[config.mk]
export PLATFORM = sky130hd
export DESIGN_NAME = lvds_rx_deframer
export DESIGN_NICKNAME = d
export VERILOG_FILES = /design/src/rtl/lvds_rx_deframer.sv
export SDC_FILE = /design/constraint.sdc
export NUM_CORES = 1
export LEC_CHECK = 0
export BUFFER_PORTS_ARGS = -buffer_cell sky130_fd_sc_hd__buf_2
export CAP_MARGIN = 20
export CORE_AREA = 5 5 126 128
export DETAILED_ROUTE_END_ITERATION = 8
export DIE_AREA = 0 0 131 133
export SETUP_SLACK_MARGIN = 0.15
export SYNTH_ARGS = -nofsm -noshare
export SYNTH_HDL_FRONTEND = slang
export SYNTH_SLANG_ARGS = --single-unit
[constraint.sdc]
create_clock -name lvds_clk -period 4.12 [get_ports lvds_clk]
set_input_delay 0.824 -clock lvds_clk [delete_from_list [all_inputs] [get_ports lvds_clk]]
set_output_delay 0.824 -clock lvds_clk [all_outputs]
set_load 0.02 [all_outputs]
[src/rtl/lvds_rx_deframer.sv]
// Three-lane serial deframer: hunts for sync-code word alignment, locks after repeated matches,
// and decodes SOF / line header / pixel / end-of-line / end-of-frame events from the word stream.
module lvds_rx_deframer #(
   parameter int unsigned LOCK_WORDS  = 4,  // must be >= 1
   parameter int unsigned UNLOCK_ERRS = 3   // must be >= 1
) (
   input  logic        lvds_clk,
   input  logic        rst,
   input  logic        data1_in,
   input  logic        data2_in,
   input  logic        sync_in,
   output logic        locked,
   output logic [13:0] pix_data,
   output logic        pix_valid,
   output logic        sof,
   output logic        sol,
   output logic        eol,
   output logic        eof,
   output logic [13:0] frame_num,
   output logic [13:0] line_num,
   output logic [15:0] code_err_cnt
);

   localparam logic [6:0] CodeSof   = 7'b1110100;
   localparam logic [6:0] CodeData  = 7'b1100100;
   localparam logic [6:0] CodeIdle  = 7'b1100000;
   localparam logic [6:0] CodeBlank = 7'b0000000;

   localparam int unsigned MatchW = $clog2(LOCK_WORDS + 1);
   localparam int unsigned ErrW   = $clog2(UNLOCK_ERRS + 1);
   localparam logic [MatchW-1:0] LockMax   = MatchW'(LOCK_WORDS);
   localparam logic [ErrW-1:0]   UnlockMax = ErrW'(UNLOCK_ERRS);

   typedef enum logic [1:0] {StHunt, StCheck, StLock} state_e;

   state_e            state_q;
   logic [6:0]        sync_sr_q, d1_sr_q, d2_sr_q;
   logic [2:0]        phase_q;
   logic [MatchW-1:0] match_cnt_q;
   logic [ErrW-1:0]   err_run_q;
   logic [15:0]       err_cnt_q;
   logic [6:0]        dly_code_q;
   logic [13:0]       dly_data_q;
   logic              prev_data_q;
   logic [13:0]       pix_data_q, frame_q, line_q;

   logic              boundary, code_valid, code_align;
   logic              align_hit, check_hit, enter_lock, unlock;
   logic [MatchW-1:0] match_next;
   logic [ErrW-1:0]   err_next;
   logic [13:0]       word_data;

   always_comb begin
      boundary   = (phase_q == 3'd0);
      code_align = (sync_sr_q == CodeSof) || (sync_sr_q == CodeData) || (sync_sr_q == CodeIdle);
      code_valid = code_align || (sync_sr_q == CodeBlank);
      word_data  = {d2_sr_q, d1_sr_q};
      align_hit  = (state_q == StHunt) && code_align;
      check_hit  = (state_q == StCheck) && boundary && code_valid;
      match_next = align_hit ? MatchW'(1) : match_cnt_q + MatchW'(1);
      enter_lock = (align_hit || check_hit) && (match_next >= LockMax);
      err_next   = err_run_q + ErrW'(1);
      unlock     = (state_q == StLock) && boundary && !code_valid && (err_next >= UnlockMax);
   end

   always_ff @(posedge lvds_clk) begin
      if (rst) begin
         state_q     <= StHunt;
         sync_sr_q   <= '0;
         d1_sr_q     <= '0;
         d2_sr_q     <= '0;
         phase_q     <= '0;
         match_cnt_q <= '0;
         err_run_q   <= '0;
         err_cnt_q   <= '0;
         dly_code_q  <= '0;
         dly_data_q  <= '0;
         prev_data_q <= 1'b0;
         pix_data_q  <= '0;
         frame_q     <= '0;
         line_q      <= '0;
         locked      <= 1'b0;
         pix_valid   <= 1'b0;
         sof         <= 1'b0;
         sol         <= 1'b0;
         eol         <= 1'b0;
         eof         <= 1'b0;
      end else begin
         sync_sr_q <= {sync_sr_q[5:0], sync_in};
         d1_sr_q   <= {d1_sr_q[5:0], data1_in};
         d2_sr_q   <= {d2_sr_q[5:0], data2_in};
         phase_q   <= (phase_q == 3'd6) ? 3'd0 : phase_q + 3'd1;
         pix_valid <= 1'b0;
         sof       <= 1'b0;
         sol       <= 1'b0;
         eol       <= 1'b0;
         eof       <= 1'b0;

         unique case (state_q)
            StHunt: begin
               if (align_hit) begin
                  // This cycle is a boundary, so the next one falls 7 cycles later at phase 0.
                  phase_q     <= 3'd1;
                  match_cnt_q <= match_next;
                  state_q     <= StCheck;
               end
            end
            StCheck: begin
               if (boundary) begin
                  if (!code_valid) begin
                     state_q <= StHunt;
                  end else begin
                     match_cnt_q <= match_next;
                  end
               end
            end
            StLock: begin
               if (boundary) begin
                  if (!code_valid) begin
                     if (err_cnt_q != 16'hFFFF) err_cnt_q <= err_cnt_q + 16'd1;
                     err_run_q <= err_next;
                  end else begin
                     err_run_q <= '0;
                  end
                  if (unlock) begin
                     state_q <= StHunt;
                     locked  <= 1'b0;
                  end else begin
                     // Emit the delayed word now that its successor's code is known.
                     if (dly_code_q == CodeSof) begin
                        sof     <= 1'b1;
                        frame_q <= dly_data_q;
                     end else if (dly_code_q == CodeData) begin
                        if (!prev_data_q) begin
                           sol    <= 1'b1;
                           line_q <= dly_data_q;
                        end else begin
                           pix_valid  <= 1'b1;
                           pix_data_q <= dly_data_q;
                           eol        <= (sync_sr_q != CodeData);
                           eof        <= (sync_sr_q == CodeBlank);
                        end
                     end
                     prev_data_q <= (dly_code_q == CodeData);
                     dly_code_q  <= sync_sr_q;
                     dly_data_q  <= word_data;
                  end
               end
            end
            default: state_q <= StHunt;
         endcase

         // The word that completes the lock seeds the delay stage; it never counts as in-line.
         if (enter_lock) begin
            state_q     <= StLock;
            locked      <= 1'b1;
            err_run_q   <= '0;
            dly_code_q  <= sync_sr_q;
            dly_data_q  <= word_data;
            prev_data_q <= 1'b0;
         end
      end
   end

   // Status values persist internally across relock but read as zero while unlocked.
   assign pix_data     = locked ? pix_data_q : '0;
   assign frame_num    = locked ? frame_q    : '0;
   assign line_num     = locked ? line_q     : '0;
   assign code_err_cnt = locked ? err_cnt_q  : '0;

endmodule

Word level (Yosys, flattened, before mapping) --
Cells that the tools add are included.
Storage, ports and cells: output and inout port bits 64, logic and storage cells 125, input port bits 5, bits in registers 117
Operators by class: bitwise operators 7, order comparisons 2, reduce and logical (&&, ||, !) cells 34, $add $sub $neg 4, eq/ne operators 22, multiplexer cells 35
Operators with widths (count):
- 14-bit two-way mux | 7
- 7-bit == test, second input constant | 5
- 7-bit two-way mux | 4
- 3-bit two-way mux | 7
- 16-bit by 1-bit adder with 16-bit output, second input constant | 1
- 16-bit two-way mux | 1
- 16-bit != test, second input constant | 1
- 3-bit != test, second input constant | 5
- 2-bit two-way mux | 7
- 2-bit != test, second input constant | 7
- 4-bit AND reduction | 3
- 6-bit AND reduction | 2
- 5-bit AND reduction | 2
- 3-bit AND reduction | 3
- 2-bit nonzero test | 4
- 1-bit logical AND | 7
- 7-bit logical NOT | 1
- 1-bit two-way mux | 7
- 7-bit != test, second input constant | 1
- 1-bit NOT | 7
- 7-bit OR reduction | 1
- 3-bit by 1-bit adder with 3-bit output, second input constant | 2
- 2-bit case mux with 3 select lines | 1
- 3-bit case mux with 2 select lines | 1
- 14 further kinds | 17

Longest topological paths before layout --
Gate-level depths: netlist of run 1.
depth in word-level cells 11, depth in mapped cells 8, depth with buffers taken out 7

Worst setup path before layout of run 1 --
No wires, ideal clock.
kind input port to flip-flop, start point input rst, end point register line_q[0], path buffers 4, cell stages on the path 5, data required time 3992 ps, setup time 128 ps, arrival time 1953 ps, path slack 2039 ps, cells stage by stage clkbuf_1 clkbuf_1 clkbuf_1 clkbuf_1 nor2_1
RTL lines:
- from (decl) | line 8 | input logic rst,
- to (signal assigned) | line 136 | line_q <= dly_data_q;
- to (decl) | line 45 | logic [13:0] pix_data_q, frame_q, line_q;
No word-level cell between the ends.

Final worst setup path of run 1 --
start point register locked, end point output pix_data[1]
Between the ends: longest elaborated chain between the ends 1
RTL lines:
- from (decl) | line 12 | output logic locked,
- from (signal assigned) | line 82 | locked <= 1'b0;
- from (signal assigned) | line 127 | locked <= 1'b0;
- from (signal assigned) | line 156 | locked <= 1'b1;
- 14-bit two-way mux | line 166 | assign pix_data = locked ? pix_data_q : '0;
- to (decl) | line 13 | output logic [13:0] pix_data,
No other way between the ends.

==> qor.csv, run 1 <==
stage,metric,value,unit
outcome,outcome,"complete, no violations",
worst_setup_path,regToRegEndpoint,err_cnt_q[9],
layout,area_growth,20.8,%
routing,wirelength,10.9,mm
pwr,ir_worst_vdd,0.270,mV
worst_setup_path,critical_path.max_fanout,35,
global_route,grt_first_pass_wirelength,18.3,mm
placed_design,place_inst,745,
die,io_pins,69,
timing,clock.fmax,355,MHz
yosys,netlist_area,0.00503,mm^2
layout,drive_above_1_share,22.8,%
worst_setup_path,start_kind,register,
routing,routed_via_density,4.76,
routing,drt_iter0_markers,168,
clock_tree,cts_resized,0,
job,maxCapViolations,0,
clock_tree,cts_made_buffers,17,
timing,fin_crit_sh,68.4,%
clock_tree,htreeDepth,4,
global_route,grt.overflow.total,0,
placed_design,place_congestion,0.784,
clock_tree,hold_buffers,0,
layout,final_cell_count_no_fill,776,
timing,worstMarginPinSlew,974,ps
timing,maxSlewViolCount,0,
routing,ant_nets,0,
layout,regArea,0.00234,mm^2
clock_tree,cts_setup_buffers,0,
routing,vias,3694,
yosys,yosys.area.top_type,dfxtp_1,
timing,setup_viol,0,
min_path,hold_class,reg -> reg,
timing,skew,7.63,ps
global_route,grt_antenna_before_repair,0,
yosys,ys_top_cells_by_area,"dfxtp_1, mux2i_1, and2_1",
timing,relSlewSlack,34.7,%
clock_tree,clk_path_buf_depth,2,
yosys,ys_seq_area_share,46.6,%
global_route,grt_use_met2,20.0,%
min_path,min_from,d2_sr_q[3],
clock_tree,clock-sinks,117,
clock_tree,cts_tree,yes,
worst_setup_path,reg2reg_setup_slack,1580,ps
yosys,ys.flop_type,dfxtp_1,
worst_setup_path,r2r_start,sync_sr_q[6],
global_route,grt_usage,13.3,%
layout,n_antenna_cell,0,
worst_setup_path,crit_required,3300,ps
yosys,netlist_instances,509,
global_route,grt_start_max_net_pins,101,
placed_design,port_buffers,68,
clock_tree,cts_root_buffer,clkbuf_16,
clock_tree,insertion_delay,410,ps
pwr,leakage,2.42,nW
routing,drc,0,
pwr,cellPowerDensity,416,mW/mm^2
yosys,async_flop_share,0,%
die,die_h,133,um
worst_setup_path,criticalPathCategory,reg -> out,
timing,rsz0062_at_grt,no,
yosys,yosysWarnings,0,
die,die_w,131,um
clock_tree,clkTransAtPathRegs,50,ps
yosys,synth_top_area_share,46.6,%
die,die_area,0.0174,mm^2
global_route,gr-usage-met3,4.24,%
die,placementRows,45,
routing,wl_per_cell,14.1,um
timing,hold_violations,0,
yosys,synth-seq-cells,117,
layout,layout.nets,584,
layout,multiInputGateArea,0.00253,mm^2
global_route,grt_pass1_vias,3649,
worst_setup_path,r2r_cells,5,
layout,fillers,1477,
routing,first_pass_iters,4,
min_path,hold_path_depth,1,
placed_design,dp_hpwl,7.25,mm
timing,fin_setup_tns,0,ps
yosys,synth_nets,517,
global_route,busiest_layer,met2,
global_route,grt_util_met1,17.1,%
layout,final_util,41.1,%
timing,layout_min_cycle_time,2820,ps
yosys,synth-edff-count,0,
worst_setup_path,cp.arrival,2000,ps
min_path,hold_path_end,d2_sr_q[4],
yosys,syn-mean-instance-area,9.87,um^2
die,core_area,0.0148,mm^2
die,start_util,34.1,%
yosys,synthDistinctLibCells,50,
worst_setup_path,endpoint_kind,output port,
layout make-up:
cell class / count / share of cell area, %
clock buffer: 23 / 7.54
clock inverter: 8 / 1.28
inverter: 6 / 0.371
multi-input combinational: 359 / 41.7
sequential: 117 / 38.6
tap: 188 / 3.88
timing repair buffer: 75 / 6.64
critical path: stages (launching register included):
cell     delay, ps
dfxtp_1        760
buf_4          420
and2_1         220
buf_2          180
cells by family after synthesis:
family / Yosys count / share of synthesized area [%]
AND/OR/NAND/NOR: 241 / 27.1
buffers and inverters: 33 / 3.04
XOR/XNOR: 2 / 0.349
flip-flops: 117 / 46.6
AO/OA/AOI/OAI: 40 / 7.00
multiplexers: 73 / 15.2
adder cells (fa/ha/maj): 3 / 0.747
placed cells by master (no fill, tap or decap), drive strengths merged, types with 2 or more instances in the layout:
master / netlist / final
dfxtp: 117 / 117
buf: 11 / 75
nor2: 61 / 61
and2: 59 / 59
mux2i: 48 / 48
nor2b: 46 / 46
mux2: 25 / 25
clkbuf: 16 / 23
a21oi: 17 / 17
nand2: 13 / 13
nand3: 13 / 13
nor3: 9 / 9
nand2b: 8 / 8
nor4: 7 / 7
inv: 6 / 7
o31ai: 6 / 6
or4: 6 / 6
nand4: 5 / 5
clkinv: 0 / 4
nor4b: 3 / 3
a2111oi: 3 / 3
o21ai: 3 / 3
ha: 3 / 3
o21a: 2 / 2
and3: 2 / 2
or2: 2 / 2
a311oi: 2 / 2
clkinvlp: 0 / 2
a41oi: 2 / 2
sequential cells by signal, summed over array words and instances (netlist names), 3 cells and up:
name / count
d1_sr_q: 7
frame_q: 14
d2_sr_q: 7
dly_code_q: 7
dly_data_q: 14
line_q: 14
phase_q: 3
pix_data_q: 14
sync_sr_q: 7
match_cnt_q: 3
err_cnt_q: 16
worst max path at each step:
stage,startpoint,endpoint,slack [ps]
after floorplan,rst,line_q[0],2040
after global placement,err_run_q[0],dly_data_q[3],1570
after detailed placement,sync_sr_q[6],err_cnt_q[5],1620
after CTS,locked,pix_data[1],1220
after global routing,locked,pix_data[1],1100
final,locked,pix_data[1],1300
power breakdown:
group	switching (mW)	internal, mW	total [mW]	leakage (nW)
logic	0.0317	0.0139	0.0456	1.21
clock network	0.498	0.839	1.34	0.257
registers	0.00567	1.14	1.14	0.944
synth_stat cells, types with 5 or more instances:
library cell / number
nand2b_1: 8
dfxtp_1: 117
nand4_1: 5
and2_1: 59
mux2_2: 18
mux2i_1: 48
o31ai_1: 6
nand3_1: 12
a21oi_1: 15
mux2_1: 7
nor2_1: 61
nor2b_1: 46
nor4_1: 7
nor3_1: 6
or4_1: 6
inv_1: 6
buf_2: 5
nand2_1: 13
clkbuf_1: 16
per-stage QoR:
stage / setup slack (ps) / power (mW) / hold slack, ps / area, um^2
6_report: 1300 / 2.53 / 459 / 6070
5_1_grt: 1100 / 2.62 / 475 / 6070
4_1_cts: 1220 / 2.56 / 462 / 6070
3_5_place_dp: 1620 / 1.21 / 453 / 5530
3_3_place_gp: 1570 / 1.21 / 442 / 5520
2_1_floorplan: 2040 / 1.20 / 435 / 5030
metal layers:
metal | up-vias | wire (um)
li1 | 1865 | -
met1 | 1748 | 5280
met2 | 68 | 4970
met3 | 13 | 488
met4 | 0 | 192
met5 | - | 0
Power figures use the tool's default switching activity.
==> run 2, diff against run 1 <==
==> constraint.sdc (replaced) <==
create_clock -name lvds_clk -period 2.5 [get_ports lvds_clk]
set_input_delay 0.5 -clock lvds_clk [delete_from_list [all_inputs] [get_ports lvds_clk]]
set_output_delay 0.5 -clock lvds_clk [all_outputs]
set_load 0.02 [all_outputs]
==> qor.csv, run 2 (same netlist as run 1, synthesis figures left out) <==
stage,metric,value,unit,change
timing,rsz0062_at_grt,no,,unchanged
worst_setup_path,path_cells,inv_1 > ha_1 > inv_1 > a41oi_4 > a21oi_1 > a21oi_2 > buf_4 > mux2_2,,was buf_4 > and2_1 > buf_2
layout,final_util,41.9,%,was 41.1%
die,start_util,34.1,%,unchanged
routing,routed_via_density,4.73,,was 4.76
pwr,ir_worst_vdd,0.498,mV,was 0.270 mV
worst_setup_path,start_kind,register,,unchanged
layout,drive_above_1_share,24.5,%,was 22.8%
die,io_pins,69,,unchanged
timing,hold_ws,300,ps,was 459 ps
worst_setup_path,cp_slowest_cell,mux2_2,,was dfxtp_1
min_path,hold_path_depth,2,,was 1
global_route,grt_usage,13.0,%,was 13.3%
min_path,hold_path_end,d2_sr_q[0],,was d2_sr_q[4]
layout,area_growth,22.9,%,was 20.8%
global_route,grt_first_pass_wirelength,18.3,mm,about the same
worst_setup_path,worst-path-buf-inv,3,,was 2
pwr,cellPowerDensity,717,mW/mm^2,was 416 mW/mm^2
placed_design,place_area,0.00557,mm^2,was 0.00553 mm^2
layout,top_register,err_cnt_q,,unchanged
clock_tree,cts_made_buffers,17,,unchanged
timing,maxSlewViolCount,0,,unchanged
clock_tree,cts_setup_buffers,0,,unchanged
worst_setup_path,critical_path.max_fanout,21,,was 35
worst_setup_path,reg2reg_setup_slack,370,ps,was 1580 ps
clock_tree,hold_buffers,0,,unchanged
worst_setup_path,regToRegEndpoint,dly_data_q[3],,was err_cnt_q[9]
worst_setup_path,r2r_start,err_run_q[0],,was sync_sr_q[6]
placed_design,dp_hpwl,7.23,mm,was 7.25 mm
job,maxCapViolations,0,,unchanged
layout,n_antenna_cell,0,,unchanged
routing,first_pass_iters,4,,unchanged
global_route,grt.overflow.total,0,,unchanged
die,placementRows,45,,unchanged
worst_setup_path,r2r_cells,8,,was 5
die,die_w,131,um,unchanged
routing,wl_per_cell,13.8,um,was 14.1 um
routing,vias,3698,,was 3694
clock_tree,cts_tree,yes,,unchanged
clock_tree,insertion_delay,410,ps,about the same
clock_tree,clkTransAtPathRegs,60,ps,was 50 ps
timing,clock.fmax,470,MHz,
clock_tree,htreeDepth,4,,unchanged
worst_setup_path,cp.arrival,2420,ps,was 2000 ps
global_route,grt_pass1_vias,3776,,was 3649
global_route,grt_antenna_before_repair,0,,unchanged
pwr,switchingPower,1.00,mW,was 0.535 mW
pwr,leakage,2.47,nW,was 2.42 nW
routing,drc,0,,unchanged
timing,skew,19.0,ps,was 7.63 ps
layout,finalInstanceArea,0.00618,mm^2,was 0.00607 mm^2
pwr,pwr-share-seq,42.6,%,was 45.3%
worst_setup_path,crit_top_cell,inv_1,,
pwr,power.internal,3.43,mW,was 1.99 mW
layout,fillers,1472,,was 1477
timing,layout_min_cycle_time,2130,ps,
die,die_area,0.0174,mm^2,unchanged
timing,worstMarginPinSlew,591,ps,was 974 ps
pwr,pwr-share-comb,1.8,%,about the same
pwr,switching_share,22.6,%,was 21.2%
worst_setup_path,criticalPathCategory,reg -> reg,,was reg -> out
clock_tree,clk_path_buf_depth,2,,unchanged
layout,layout.nets,588,,was 584
layout,final_cell_mix,"dfxtp_1, buf_2, nor2_1",,unchanged
layout,final_common_cell,dfxtp_1,,unchanged
clock_tree,cts_root_buffer,clkbuf_16,,unchanged
routing,ant_nets,0,,unchanged
routing,wirelength,10.8,mm,was 10.9 mm
min_path,min_from,data2_in,,was d2_sr_q[3]
pwr,clkPwrFrac,55.6,%,was 52.9%
worst_setup_path,cpPeakStageDelay,390,ps,was 760 ps
outcome,outcome,"complete, no violations",,unchanged
timing,hold_violations,0,,unchanged
placed_design,place_congestion,0.774,,was 0.784
clock_tree,clock-sinks,117,,unchanged
pwr,power.total,4.43,mW,was 2.53 mW
worst_setup_path,endpoint_kind,register,,was output port
placed_design,port_buffers,68,,unchanged
worst_setup_path,crit_family,compound AO/OA/AOI/OAI gates,,was flip-flops
global_route,grt_start_max_net_pins,61,,was 101
timing,fin_crit_sh,85.2,%,
die,core_area,0.0148,mm^2,unchanged
timing,relSlewSlack,60.6,%,was 34.7%
die,die_h,133,um,unchanged
layout,largest_reg_flops,16,,unchanged
worst_setup_path,crit_required,2800,ps,was 3300 ps
min_path,hold_class,in -> reg,,was reg -> reg
timing,fin_setup_tns,0,ps,unchanged
timing,setup_viol,0,,unchanged
routing,drt_iter0_markers,170,,was 168
[run 2: cell types whose count changed in the layout (fill, tap and decap cells not counted)]
cell,delta
clkinvlp_4,+1
nor4bb_1,-1
inv_8,+1
buf_12,+1
buf_8,-1
bufinv_16,+1
clkbuf_1,-5
clkinv_2,-3
inv_6,+6
nor4bb_2,+1
buf_4,+4
[run 2: what timing repair did]
| item | in CTS | in global routing |
|---|---|---|
| resized for setup | 0 | 1 |
| setup endpoints to repair | 0 | 1 |
| hold endpoints to repair | 0 | 0 |
[run 2: metal layers]
| metal | track usage (%) | routed length (um) | vias to the layer above |
|---|---|---|---|
| met2 | 20.1 | 5060 | 59 |
| met1 | 17.1 | 5110 | 1742 |
| met5 | 0 | 0 | - |
| met4 | 4.40 | 84 | 0 |
| met3 | 3.88 | 505 | 4 |
| li1 | - | - | 1893 |
[run 2: worst max path at each step]
stage	startpoint	endpoint	slack (ps)	cells past startpoint
global placement	sync_sr_q[0]	dly_data_q[10]	410	6
floorplan	sync_sr_q[0]	frame_q[4]	490	6
global route	phase_q[0]	dly_data_q[8]	240	6
finish	err_run_q[0]	dly_data_q[3]	370	8
detailed placement	dly_code_q[0]	line_q[11]	370	6
CTS	dly_code_q[0]	line_q[11]	350	6
[run 2: metrics by stage]
step,cells,setup WS (ps)
finish,781,371
global route,781,236
CTS,781,349
detailed placement,749,367
global placement,749,412
floorplan,509,494
[run 2: layout make-up]
class | count | area, um^2 | area share (%)
multi-input cells | 359 | 2540 | 41.1
flip-flops and latches | 117 | 2340 | 37.9
clock buffers | 18 | 439 | 7.11
repair buffers | 79 | 438 | 7.09
well taps | 188 | 235 | 3.81
clock inverters | 14 | 164 | 2.65
inverters | 6 | 22.5 | 0.365
[run 2: power by group through the flow]
stage | logic [mW] | clock network (mW) | registers, mW
2_1_floorplan | 0.0608 | 0 | 1.92
6_report | 0.0807 | 2.46 | 1.89
3_5_place_dp | 0.0819 | 0 | 1.93
4_1_cts | 0.0818 | 2.52 | 1.89
3_3_place_gp | 0.0792 | 0 | 1.93
5_1_grt | 0.0900 | 2.62 | 1.89
==> run 3, diff against run 2 <==
--- a/config.mk
+++ b/config.mk
@@ -10,6 +10,7 @@
 export CORE_AREA = 5 5 126 128
 export DETAILED_ROUTE_END_ITERATION = 8
 export DIE_AREA = 0 0 131 133
+export PLACE_DENSITY = 0.52
 export SETUP_SLACK_MARGIN = 0.15
 export SYNTH_ARGS = -nofsm -noshare
 export SYNTH_HDL_FRONTEND = slang
==> constraint.sdc (replaced) <==
create_clock -name lvds_clk -period 2.7 [get_ports lvds_clk]
set_input_delay 0.54 -clock lvds_clk [delete_from_list [all_inputs] [get_ports lvds_clk]]
set_output_delay 0.54 -clock lvds_clk [all_outputs]
set_load 0.02 [all_outputs]
==> qor.csv, run 3 (same netlist as run 1, synthesis figures left out) <==
stage,metric,value,unit,change
min_path,hold_path_end,d1_sr_q[0],,was d2_sr_q[0]
worst_setup_path,crit_required,2990,ps,was 2800 ps
timing,fin_crit_sh,81.4,%,was 85.2%
worst_setup_path,r2r_cells,6,,was 8
timing,clock.fmax,455,MHz,was 470 MHz
placed_design,dp_hpwl,7.34,mm,was 7.23 mm
global_route,grt_util_met1,17.7,%,was 17.1%
timing,relSlewSlack,57.9,%,was 60.6%
worst_setup_path,regToRegEndpoint,dly_data_q[12],,was dly_data_q[3]
routing,vias,3695,,was 3698
layout,top_register,err_cnt_q,,unchanged
timing,hold_violations,0,,unchanged
worst_setup_path,cp.arrival,2490,ps,was 2420 ps
layout,layout.nets,588,,unchanged
timing,rsz0062_at_grt,no,,unchanged
worst_setup_path,reg2reg_setup_slack,500,ps,was 370 ps
layout,drive_above_1_share,23.8,%,was 24.5%
clock_tree,insertion_delay,410,ps,about the same
layout,largest_reg_flops,16,,unchanged
min_path,hold_class,in -> reg,,unchanged
layout,fillers,1472,,unchanged
layout,area_growth,21.7,%,was 22.9%
global_route,grt_usage,13.5,%,was 13.0%
clock_tree,cts_root_buffer,clkbuf_16,,unchanged
die,io_pins,69,,unchanged
global_route,grt_antenna_before_repair,0,,unchanged
global_route,gr-usage-met3,4.48,%,was 3.88%
routing,wl_per_cell,14.1,um,was 13.8 um
routing,routed_via_density,4.73,,about the same
clock_tree,cts_setup_buffers,0,,unchanged
job,maxCapViolations,0,,unchanged
clock_tree,htreeDepth,4,,unchanged
timing,fin_setup_tns,0,ps,unchanged
worst_setup_path,start_kind,register,,unchanged
timing,hold_ws,342,ps,was 300 ps
die,die_w,131,um,unchanged
global_route,busiest_layer,met2,,unchanged
clock_tree,clk_path_buf_depth,2,,unchanged
die,die_h,133,um,unchanged
clock_tree,clock-sinks,117,,unchanged
layout,n_antenna_cell,0,,unchanged
die,die_area,0.0174,mm^2,unchanged
timing,skew,6.45,ps,was 19.0 ps
clock_tree,clkTransAtPathRegs,50,ps,was 60 ps
placed_design,place_congestion,0.768,,was 0.774
timing,layout_min_cycle_time,2200,ps,was 2130 ps
worst_setup_path,critical_path.max_fanout,21,,unchanged
routing,drc,0,,unchanged
clock_tree,hold_buffers,0,,unchanged
global_route,grt_start_max_net_pins,58,,was 61
pwr,leakage,2.45,nW,was 2.47 nW
clock_tree,cts_tree,yes,,unchanged
min_path,hold_path_depth,2,,unchanged
global_route,grt.overflow.total,0,,unchanged
clock_tree,cts_made_buffers,17,,unchanged
timing,worstMarginPinSlew,623,ps,was 591 ps
routing,first_pass_iters,4,,unchanged
worst_setup_path,endpoint_kind,register,,unchanged
die,core_area,0.0148,mm^2,unchanged
worst_setup_path,r2r_start,sync_sr_q[0],,was err_run_q[0]
clock_tree,cts_resized,0,,unchanged
routing,ant_nets,0,,unchanged
placed_design,pre_cts_slack,503,ps,was 367 ps
layout,final_cell_mix,"dfxtp_1, buf_2, nor2_1",,unchanged
global_route,grt_use_met2,19.9,%,was 20.1%
min_path,min_from,data1_in,,was data2_in
routing,drt_iter0_markers,125,,was 170
die,start_util,34.1,%,unchanged
routing,wirelength,11.0,mm,was 10.8 mm
placed_design,port_buffers,68,,unchanged
timing,maxSlewViolCount,0,,unchanged
timing,setup_viol,0,,unchanged
timing,worst_slack,501,ps,was 371 ps
worst_setup_path,criticalPathCategory,reg -> reg,,unchanged
outcome,outcome,"complete, no violations",,unchanged
global_route,grt_first_pass_wirelength,18.6,mm,was 18.3 mm
pwr,power.total,3.87,mW,was 4.43 mW
pwr,cellPowerDensity,633,mW/mm^2,was 717 mW/mm^2
global_route,grt_pass1_vias,3717,,was 3776
pwr,ir_worst_vdd,0.339,mV,was 0.498 mV
placed_design,place_area,0.00557,mm^2,unchanged
die,placementRows,45,,unchanged
layout,final_common_cell,dfxtp_1,,unchanged
layout,finalInstanceArea,0.00611,mm^2,was 0.00618 mm^2
## run 3: cell types whose count changed in the layout (fill, tap and decap cells not counted), moves of 2 or more
cell        before  now
clkinv_2         0    7
inv_6            7    0
clkbuf_1         0    3
clkinvlp_4       3    1
## run 3: stage by stage
stage,std cells,util (%)
global route,781,41.5
finish,781,41.5
CTS,781,41.5
detailed placement,749,37.8
global placement,749,37.8
floorplan,509,-
## run 3: worst max-delay path by stage
stage	start	endpoint	slack (ps)	cells after the start
floorplan	sync_sr_q[0]	frame_q[4]	690	6
global placement	err_run_q[0]	dly_data_q[4]	580	8
detailed placement	sync_sr_q[0]	dly_data_q[12]	500	6
CTS	sync_sr_q[0]	dly_data_q[5]	500	6
global route	phase_q[0]	err_cnt_q[12]	310	5
finish	sync_sr_q[0]	dly_data_q[12]	500	6
## run 3: routing by layer
layer / wire length, um / vias up
li1: - / 1882
met1: 5360 / 1715
met4: 230 / 0
met3: 597 / 17
met2: 4830 / 81
met5: 0 / -
## run 3: where the power goes
group | leakage [nW] | switching, mW | internal (mW) | total, mW
Sequential | 0.944 | 0.00914 | 1.74 | 1.75
Combinational | 1.23 | 0.0503 | 0.0248 | 0.0751
Clock | 0.273 | 0.750 | 1.30 | 2.05
## run 3: area by class of cell
type	instances	area (um^2)	share of cell area, %
clock buffer	22	464	7.59
clock inverter	10	81.3	1.33
inverter	6	22.5	0.368
multi-input combinational	359	2530	41.4
sequential	117	2340	38.3
tap	188	235	3.85
timing repair buffer	79	438	7.16
## run 3: worst max-delay path: stages (launching register included)
cell and delay (ps):
dfxtp_1 330, nor3_4 370, nand4_1 360, a21oi_4 350, a21oi_2 80, buf_4 240, mux2_1 340
